<file path="src/rtl/uart_tx_serializer.sv">
// uart_tx_serializer: UART transmit serializer.
// Accepts a parallel word over a valid/ready handshake and shifts it onto the
// tx line as start bit, DATA_BITS data bits (LSB first), optional parity bit
// and STOP_BITS stop bits. Bit timing comes from one-clock tick pulses of an
// external baud tick generator, whose enable (baud_en) this block drives.
// Optional feature: define UART_TX_PARITY_EN to insert a parity bit after the
// last data bit (PARITY_ODD selects odd parity). With the macro undefined
// there is no parity state or logic and PARITY_ODD is ignored.
// All outputs are registered; reset is synchronous and active-low.
module uart_tx_serializer #(
  parameter int DATA_BITS  = 8,
  parameter int STOP_BITS  = 1,
  parameter int PARITY_ODD = 0
) (
  input  logic                 clk,
  input  logic                 rst,
  input  logic [DATA_BITS-1:0] data_in,
  input  logic                 data_valid,
  output logic                 data_ready,
  input  logic                 tick,
  output logic                 baud_en,
  output logic                 tx,
  output logic                 busy
);

  // Counter covers both the data-bit index (up to 9) and the stop-bit index.
  localparam int               CNT_W     = 4;
  localparam logic [CNT_W-1:0] LAST_DATA = CNT_W'(DATA_BITS - 1);
  localparam logic [CNT_W-1:0] LAST_STOP = CNT_W'(STOP_BITS - 1);

  // Reject configurations the serializer is not built for.
  if ((DATA_BITS < 5) || (DATA_BITS > 9) || (STOP_BITS < 1) || (STOP_BITS > 2) ||
      (PARITY_ODD < 0) || (PARITY_ODD > 1)) begin : g_bad_cfg
    $error("uart_tx_serializer: illegal DATA_BITS/STOP_BITS/PARITY_ODD");
  end

  typedef enum logic [2:0] {
    ST_IDLE,
    ST_START,
    ST_DATA,
`ifdef UART_TX_PARITY_EN
    ST_PARITY,
`endif
    ST_STOP
  } state_t;

  state_t               state_q;
  logic                 tx_q;
  logic                 baud_en_q;
  logic                 busy_q;
  logic                 ready_q;
  logic [CNT_W-1:0]     cnt_q;
  logic [CNT_W-1:0]     cnt_d;
  logic [DATA_BITS-1:0] shift_q;
  logic [DATA_BITS-1:0] shift_d;

  // Next values of the bit counter and the shift register on a data tick.
  assign cnt_d   = cnt_q + CNT_W'(1);
  assign shift_d = {1'b0, shift_q[DATA_BITS-1:1]};

`ifdef UART_TX_PARITY_EN
  logic parity_q;
  logic parity_d;

  // Parity is taken from the word at accept so data_in is don't-care later.
  assign parity_d = (PARITY_ODD != 0) ? ~^data_in : ^data_in;
`endif

  // Frame sequencer: one state per line segment, outputs updated with the state.
  always_ff @(posedge clk) begin
    if (!rst) begin
      state_q   <= ST_IDLE;
      tx_q      <= 1'b1;
      baud_en_q <= 1'b0;
      busy_q    <= 1'b0;
      ready_q   <= 1'b0;
      cnt_q     <= '0;
      shift_q   <= '0;
`ifdef UART_TX_PARITY_EN
      parity_q  <= 1'b0;
`endif
    end else begin
      case (state_q)
        ST_IDLE: begin
          // ready_q is low on the first edge after reset, so no accept can
          // happen before it has been visible for a full cycle.
          if (data_valid && ready_q) begin
            shift_q   <= data_in;
`ifdef UART_TX_PARITY_EN
            parity_q  <= parity_d;
`endif
            tx_q      <= 1'b0;
            baud_en_q <= 1'b1;
            busy_q    <= 1'b1;
            ready_q   <= 1'b0;
            state_q   <= ST_START;
          end else begin
            ready_q   <= 1'b1;
          end
        end

        ST_START: begin
          if (tick) begin
            tx_q    <= shift_q[0];
            cnt_q   <= '0;
            state_q <= ST_DATA;
          end
        end

        ST_DATA: begin
          if (tick) begin
            shift_q <= shift_d;
            if (cnt_q == LAST_DATA) begin
              cnt_q   <= '0;
`ifdef UART_TX_PARITY_EN
              tx_q    <= parity_q;
              state_q <= ST_PARITY;
`else
              tx_q    <= 1'b1;
              state_q <= ST_STOP;
`endif
            end else begin
              tx_q    <= shift_q[1];
              cnt_q   <= cnt_d;
            end
          end
        end

`ifdef UART_TX_PARITY_EN
        ST_PARITY: begin
          if (tick) begin
            tx_q    <= 1'b1;
            cnt_q   <= '0;
            state_q <= ST_STOP;
          end
        end
`endif

        ST_STOP: begin
          if (tick) begin
            if (cnt_q == LAST_STOP) begin
              // Dropping baud_en here lets the generator restart its count
              // from zero for a back-to-back frame.
              cnt_q     <= '0;
              baud_en_q <= 1'b0;
              busy_q    <= 1'b0;
              ready_q   <= 1'b1;
              state_q   <= ST_IDLE;
            end else begin
              cnt_q     <= cnt_d;
            end
          end
        end

        default: begin
          tx_q      <= 1'b1;
          baud_en_q <= 1'b0;
          busy_q    <= 1'b0;
          ready_q   <= 1'b0;
          cnt_q     <= '0;
          state_q   <= ST_IDLE;
        end
      endcase
    end
  end

  assign tx         = tx_q;
  assign baud_en    = baud_en_q;
  assign busy       = busy_q;
  assign data_ready = ready_q;

endmodule

</file>
<file path="config.mk">
export PLATFORM = sky130hd
export DESIGN_NAME = uart_tx_serializer
export DESIGN_NICKNAME = d
export VERILOG_FILES = /design/src/rtl/uart_tx_serializer.sv
export SDC_FILE = /design/constraint.sdc
export NUM_CORES = 1
export LEC_CHECK = 0
export CORE_ASPECT_RATIO = 0.6
export CORE_MARGIN = 5
export CORE_UTILIZATION = 35
export CTS_BUF_LIST = sky130_fd_sc_hd__clkbuf_8
export DETAILED_ROUTE_END_ITERATION = 6
export GPL_TIMING_DRIVEN = 0
export PLACE_DENSITY_LB_ADDON = 0.1
export SLEW_MARGIN = 25
export SYNTH_ARGS = -nofsm -noshare
export SYNTH_HDL_FRONTEND = slang
export SYNTH_SLANG_ARGS = --single-unit
</file>
<file path="constraint.sdc">
create_clock -name clk -period 1.8 [get_ports clk]
set_input_delay 0.18 -clock clk [delete_from_list [all_inputs] [get_ports clk]]
set_output_delay 0.18 -clock clk [all_outputs]
set_load 0.05 [all_outputs]
</file>
# Yosys cells after proc, flatten, opt, wreduce, memory -nomap -nowiden
# Cells that the tools add are included.
classes:
  n_addsub: 1
  n_eq_ne: 10
  muxes: 29
  n_bitwise: 3
  n_reduce_logical: 11
op_table:
  columns: ["op", "count"]
  rows:
  - ["$mux 4", 5]
  - ["$mux 3", 6]
  - ["$mux 8", 2]
  - ["$pmux 4 s4", 1]
  - ["$pmux 8 s2", 1]
  - ["$ne 2x2->1 const B", 6]
  - ["$pmux 3 s4", 1]
  - ["$reduce_and 4->1", 3]
  - ["$mux 1", 10]
  - ["$eq 3x2->1 const B", 2]
  - ["$pmux 1 s3", 2]
  - ["$reduce_and 3->1", 2]
  - ["$reduce_and 6->1", 1]
  - ["$add 4x1->4 const B", 1]
  - ["$eq 4x3->1 const B", 1]
  - ["$logic_not 4->1", 1]
  - ["$pmux 1 s4", 1]
  - ["$eq 3x1->1 const B", 1]
  - ["$logic_not 3->1", 1]
  - ["$not 1->1", 3]
  - ["$reduce_bool 2->1", 1]
  - ["$reduce_or 2->1", 1]
  - ["$logic_and 1x1->1", 1]
totals:
  register_bits: 18
  output_inout_bits: 4

# Longest topological paths before layout
logic_depth:
  ltp_word: 4
  ltp_mapped: 8
  mapped_depth_nobuf: 6

# Least setup slack after synthesis
# OpenSTA, ideal clock, no wires.
synth_path:
  path_kind: "reg-to-reg"
  from: "register ready_q (netlist: data_ready)"
  to: "register shift_q[5]"
  t_arrival_ps: 1839
  required_time_ps: 1714
  path_slack_ps: -125
  stages_incl_launch_ff: 6
  n_path_buf: 1
  synth_period_minus_slack_ps: 1925
  cell_sequence: "dfxtp_1 > a21boi_0 > nor3_2 > clkbuf_1 > nor2_1 > a211oi_1"
synth_between:
  elab_chain_cells: 3
synth_lines:
  columns: ["item", "line", "rtl"]
  rows:
  - ["start, declared", "51", "logic ready_q;"]
  - ["start signal, assigned", "76", "ready_q <= 1'b0;"]
  - ["start signal, assigned", "95", "ready_q <= 1'b0;"]
  - ["start signal, assigned", "98", "ready_q <= 1'b1;"]
  - ["$logic_and 1x1->1", "87", "if (data_valid && ready_q) begin"]
  - ["$ne 2x2->1 (no line)", null, null]
  - ["$reduce_and 3->1 (no line)", null, null]
  - ["end signal, assigned", "88", "shift_q <= data_in;"]
  - ["end signal, assigned", "112", "shift_q <= shift_d;"]
  - ["end, declared", "54", "logic [DATA_BITS-1:0] shift_q;"]
# Every way passes these cells.
# A chain may end at the register's enable or synchronous reset.

# Worst setup path in the final report
layout_path:
  from: "register cnt_q[0]"
  to: "register cnt_q[1]"
layout_between:
  elab_chain_cells: 4
layout_lines:
  columns: ["item", "line", "rtl"]
  rows:
  - ["start, declared", "52", "logic [CNT_W-1:0] cnt_q;"]
  - ["start signal, assigned", "124", "cnt_q <= cnt_d;"]
  - ["start signal, assigned", "150", "cnt_q <= cnt_d;"]
  - ["$add 4x1->4 (tied with other cells)", "58", "assign cnt_d = cnt_q + CNT_W'(1);"]
  - ["$mux 4, on equally long branches", "141, 113", null]
  - ["$mux 4, on equally long branches", "140, 111", null]
  - ["$pmux 4 s4 *", "83", "case (state_q)"]
# Every way passes the cells marked *; elsewhere a longest branch is shown, timed or not. The select of a mux whose other input is x is not followed.

==> metrics.txt <==
status=completed; final period utilization=97.97%; FF+latch area=351.6 um^2; critical path fanouts, max=4; IO Pins=16; die height=50.75 um; Pleak=0.5197 nW; Hold Path Stages=2; Worst slew margin=66.87%; Avg Cell Area, Syn=8.725 um^2; Clock Sink Count=17; Yosys Warn Count=0; DRC Markers=0; unrepaired setup endpoints after global routing=yes; grt total ovfl=0; sequential share of the synthesized area=35.14%; Cell Chain, Critical Path=inv_1, ha_2, nor4b_1, a311o_2, or3_2, a21oi_1; Final HPWL DP=1.676 mm; family with the most delay on the worst path=simple AND/OR/NAND/NOR gates; vias=884; Max Root-Sink Buffers=2; delay of the slowest critical-path stage=0.45 ns; via count of the first global-routing pass=776; Rows=14; Synth top area share=35.14%; antenna viol nets, final=0; Final Max Tran Viols=0; initial antenna violation count=0; drt wl/cell=13.62 um; global-route wire length before repair=3.657 mm; critical path startpoint category=register; dpl ws=-0.2809 ns; FILL cells=250; drt initial violations=48; Worst Path Required=1.98 ns; total clock buffers created by CTS=3; Post-synth EDFFs=0; clk_lat worst skew=0.25 ns; post-synth cell types=32; Final Power=0.002238 W; Syn Nets=129; top cells by area, synth=dfxtp_1 35%, mux2i_1 11%, ha_1 7.8%; clk slew on worst S/H paths=0.07 ns; FF+latch count, synth=17; asr flop ratio synth=0%; P per Cell Area=1664 nW/um^2; worst min-delay path category=register to register; Multi-input gate area=606.8 um^2; final setup margin=0.03648 ns; layout cell share with drive strength beyond 1=27.14%; Setup crit end kind=register; H-tree depth=1; global-route usage over all layers=11.59%; Cells after Synth=111; fin nets=159; Arrival @ worst endpoint=1.95 ns; WL final=2.342 mm; CTS Root Cell=clkbuf_8; Finished Core Util=52.24%; diode count=0; Primary FF master, synth=dfxtp_1; Max Cap Viol=0; R2R cell count=6; Crit. path cell count=6; Worst Tran Pin Value=0.4955 ns; die width=77.91 um; final hold violations=0; Setup violations, final=0; GPL Wtd Cong=0.7695; port bufs=15; core area=2575 um^2; DR vias/cell=5.140; synthesized area=968.4 um^2; maximum number of pins on one net before global-route repair=11; kind of critical path=register to register; P&R area growth vs syn=38.89%; Initial Util=37.61%; iteration count of the initial detailed-routing pass=4; worst path buffer plus inverter count=1; Tmin final=1.764 ns; CTS tree=done; fmax=567.0 MHz; Worst VDD drop=0.0007280 V; Yosys top cell by area=dfxtp_1; worst-case clock skew=0.005333 ns; Die Area=3954 um^2; Worst path slowest cell=or3_2
-- state kept, by name, summed over array words and instances, names as in the netlist --
name / cells
shift_q: 8
cnt_q: 4
state_q: 2
busy: 1
data_ready: 1
tx: 1
-- final cells by class --
class / count / share of cell area [%]
Sequential cell: 17 / 26.14
Clock buffer: 3 / 3.070
Multi-Input combinational cell: 81 / 45.12
Inverter: 7 / 2.140
Tap cell: 32 / 2.977
Timing Repair Buffer: 25 / 16.74
Clock inverter: 1 / 0.2791
Buffer: 6 / 3.535
-- cells in the final DEF (no fill, tap or decap), types with 2 or more instances in the layout --
cell type / instances
a211oi_1: 8
mux2i_1: 11
dfxtp_4: 2
nor3_1: 6
inv_1: 7
buf_4: 13
dfxtp_2: 3
a31oi_1: 2
ha_1: 4
clkbuf_8: 3
nand2_1: 10
clkdlybuf4s50_1: 15
nor2_1: 11
nor2b_1: 4
nand3b_1: 2
a21oi_2: 2
dfxtp_1: 12
a21oi_1: 2
-- metal layers --
metal,track usage (%),vias to the layer above,routed length (um)
li1,-,452,-
met1,17.23,407,1195
met2,15.93,21,970
met3,4.464,4,143
met4,1.685,0,32
met5,0,-,0
-- metrics by stage --
stage | TNS [ns] | area [um^2] | hold slack (ns) | instances
final | 0 | 1345 | 0.4753 | 172
after global routing | -0.07686 | 1345 | 0.4895 | 172
after CTS | 0 | 1252 | 0.4774 | 165
after detailed placement | -2.178 | 1161 | 0.4685 | 158
after global placement | -2.340 | 1161 | 0.4589 | 158
after floorplan | 0 | 970.9 | 0.2419 | 111
-- Yosys cell counts (2+ instances only) --
cell type  number
nand2_1        10
dfxtp_1        17
a31oi_1         2
or3_2           2
a21oi_1         4
nand3b_1        2
clkbuf_1        2
nor3_1          7
inv_1           7
a211oi_1        8
mux2i_1        11
nor2b_1         4
ha_1            6
nor2_1         11
-- final timing paths --
check / from / to / slack (ns)
hold reg to reg: shift_q[7]$_SDFFE_PN0P_ / shift_q[7]$_SDFFE_PN0P_ / 0.48
hold / removal: shift_q[7]$_SDFFE_PN0P_ / shift_q[7]$_SDFFE_PN0P_ / 0.48
setup / recovery: cnt_q[0]$_SDFFE_PN0P_ / cnt_q[1]$_SDFFE_PN0P_ / 0.04
setup reg to reg: cnt_q[0]$_SDFFE_PN0P_ / cnt_q[1]$_SDFFE_PN0P_ / 0.04
-- worst reg2reg max path: stages (launching register included) --
cell	delay (ns)
dfxtp_4	0.36
inv_1	0.04
ha_2	0.18
nor4b_1	0.14
a311o_2	0.40
or3_2	0.45
a21oi_1	0.12
-- kinds of logic after synthesis --
| kind of cell | Yosys count | synth area share (%) |
|---|---|---|
| adder cells (fa/ha/maj) | 6 | 7.752 |
| multiplexers | 11 | 11.37 |
| AO/OA/AOI/OAI | 21 | 15.63 |
| buffers and inverters | 13 | 6.848 |
| AND/OR/NAND/NOR | 43 | 23.26 |
| flip-flops | 17 | 35.14 |
-- repair_timing --
| item | in CTS | in global routing |
|---|---|---|
| resized for setup | 10 | 15 |
| pin swaps | 5 | 4 |
| hold buffers | 0 | 0 |
| buffers inserted | 3 | 7 |
| setup endpoints to repair | 11 | 13 |
-- report_power, final --
group          leakage (nW)  switching, W  total [W]  internal (W)
Sequential            0.142      0.000104   0.000635      0.000531
Clock                0.0269      0.000127   0.000278      0.000151
Combinational         0.351      0.000690    0.00133      0.000636
Total                 0.520      0.000921    0.00224       0.00132
(Power assumes the default switching activity.)
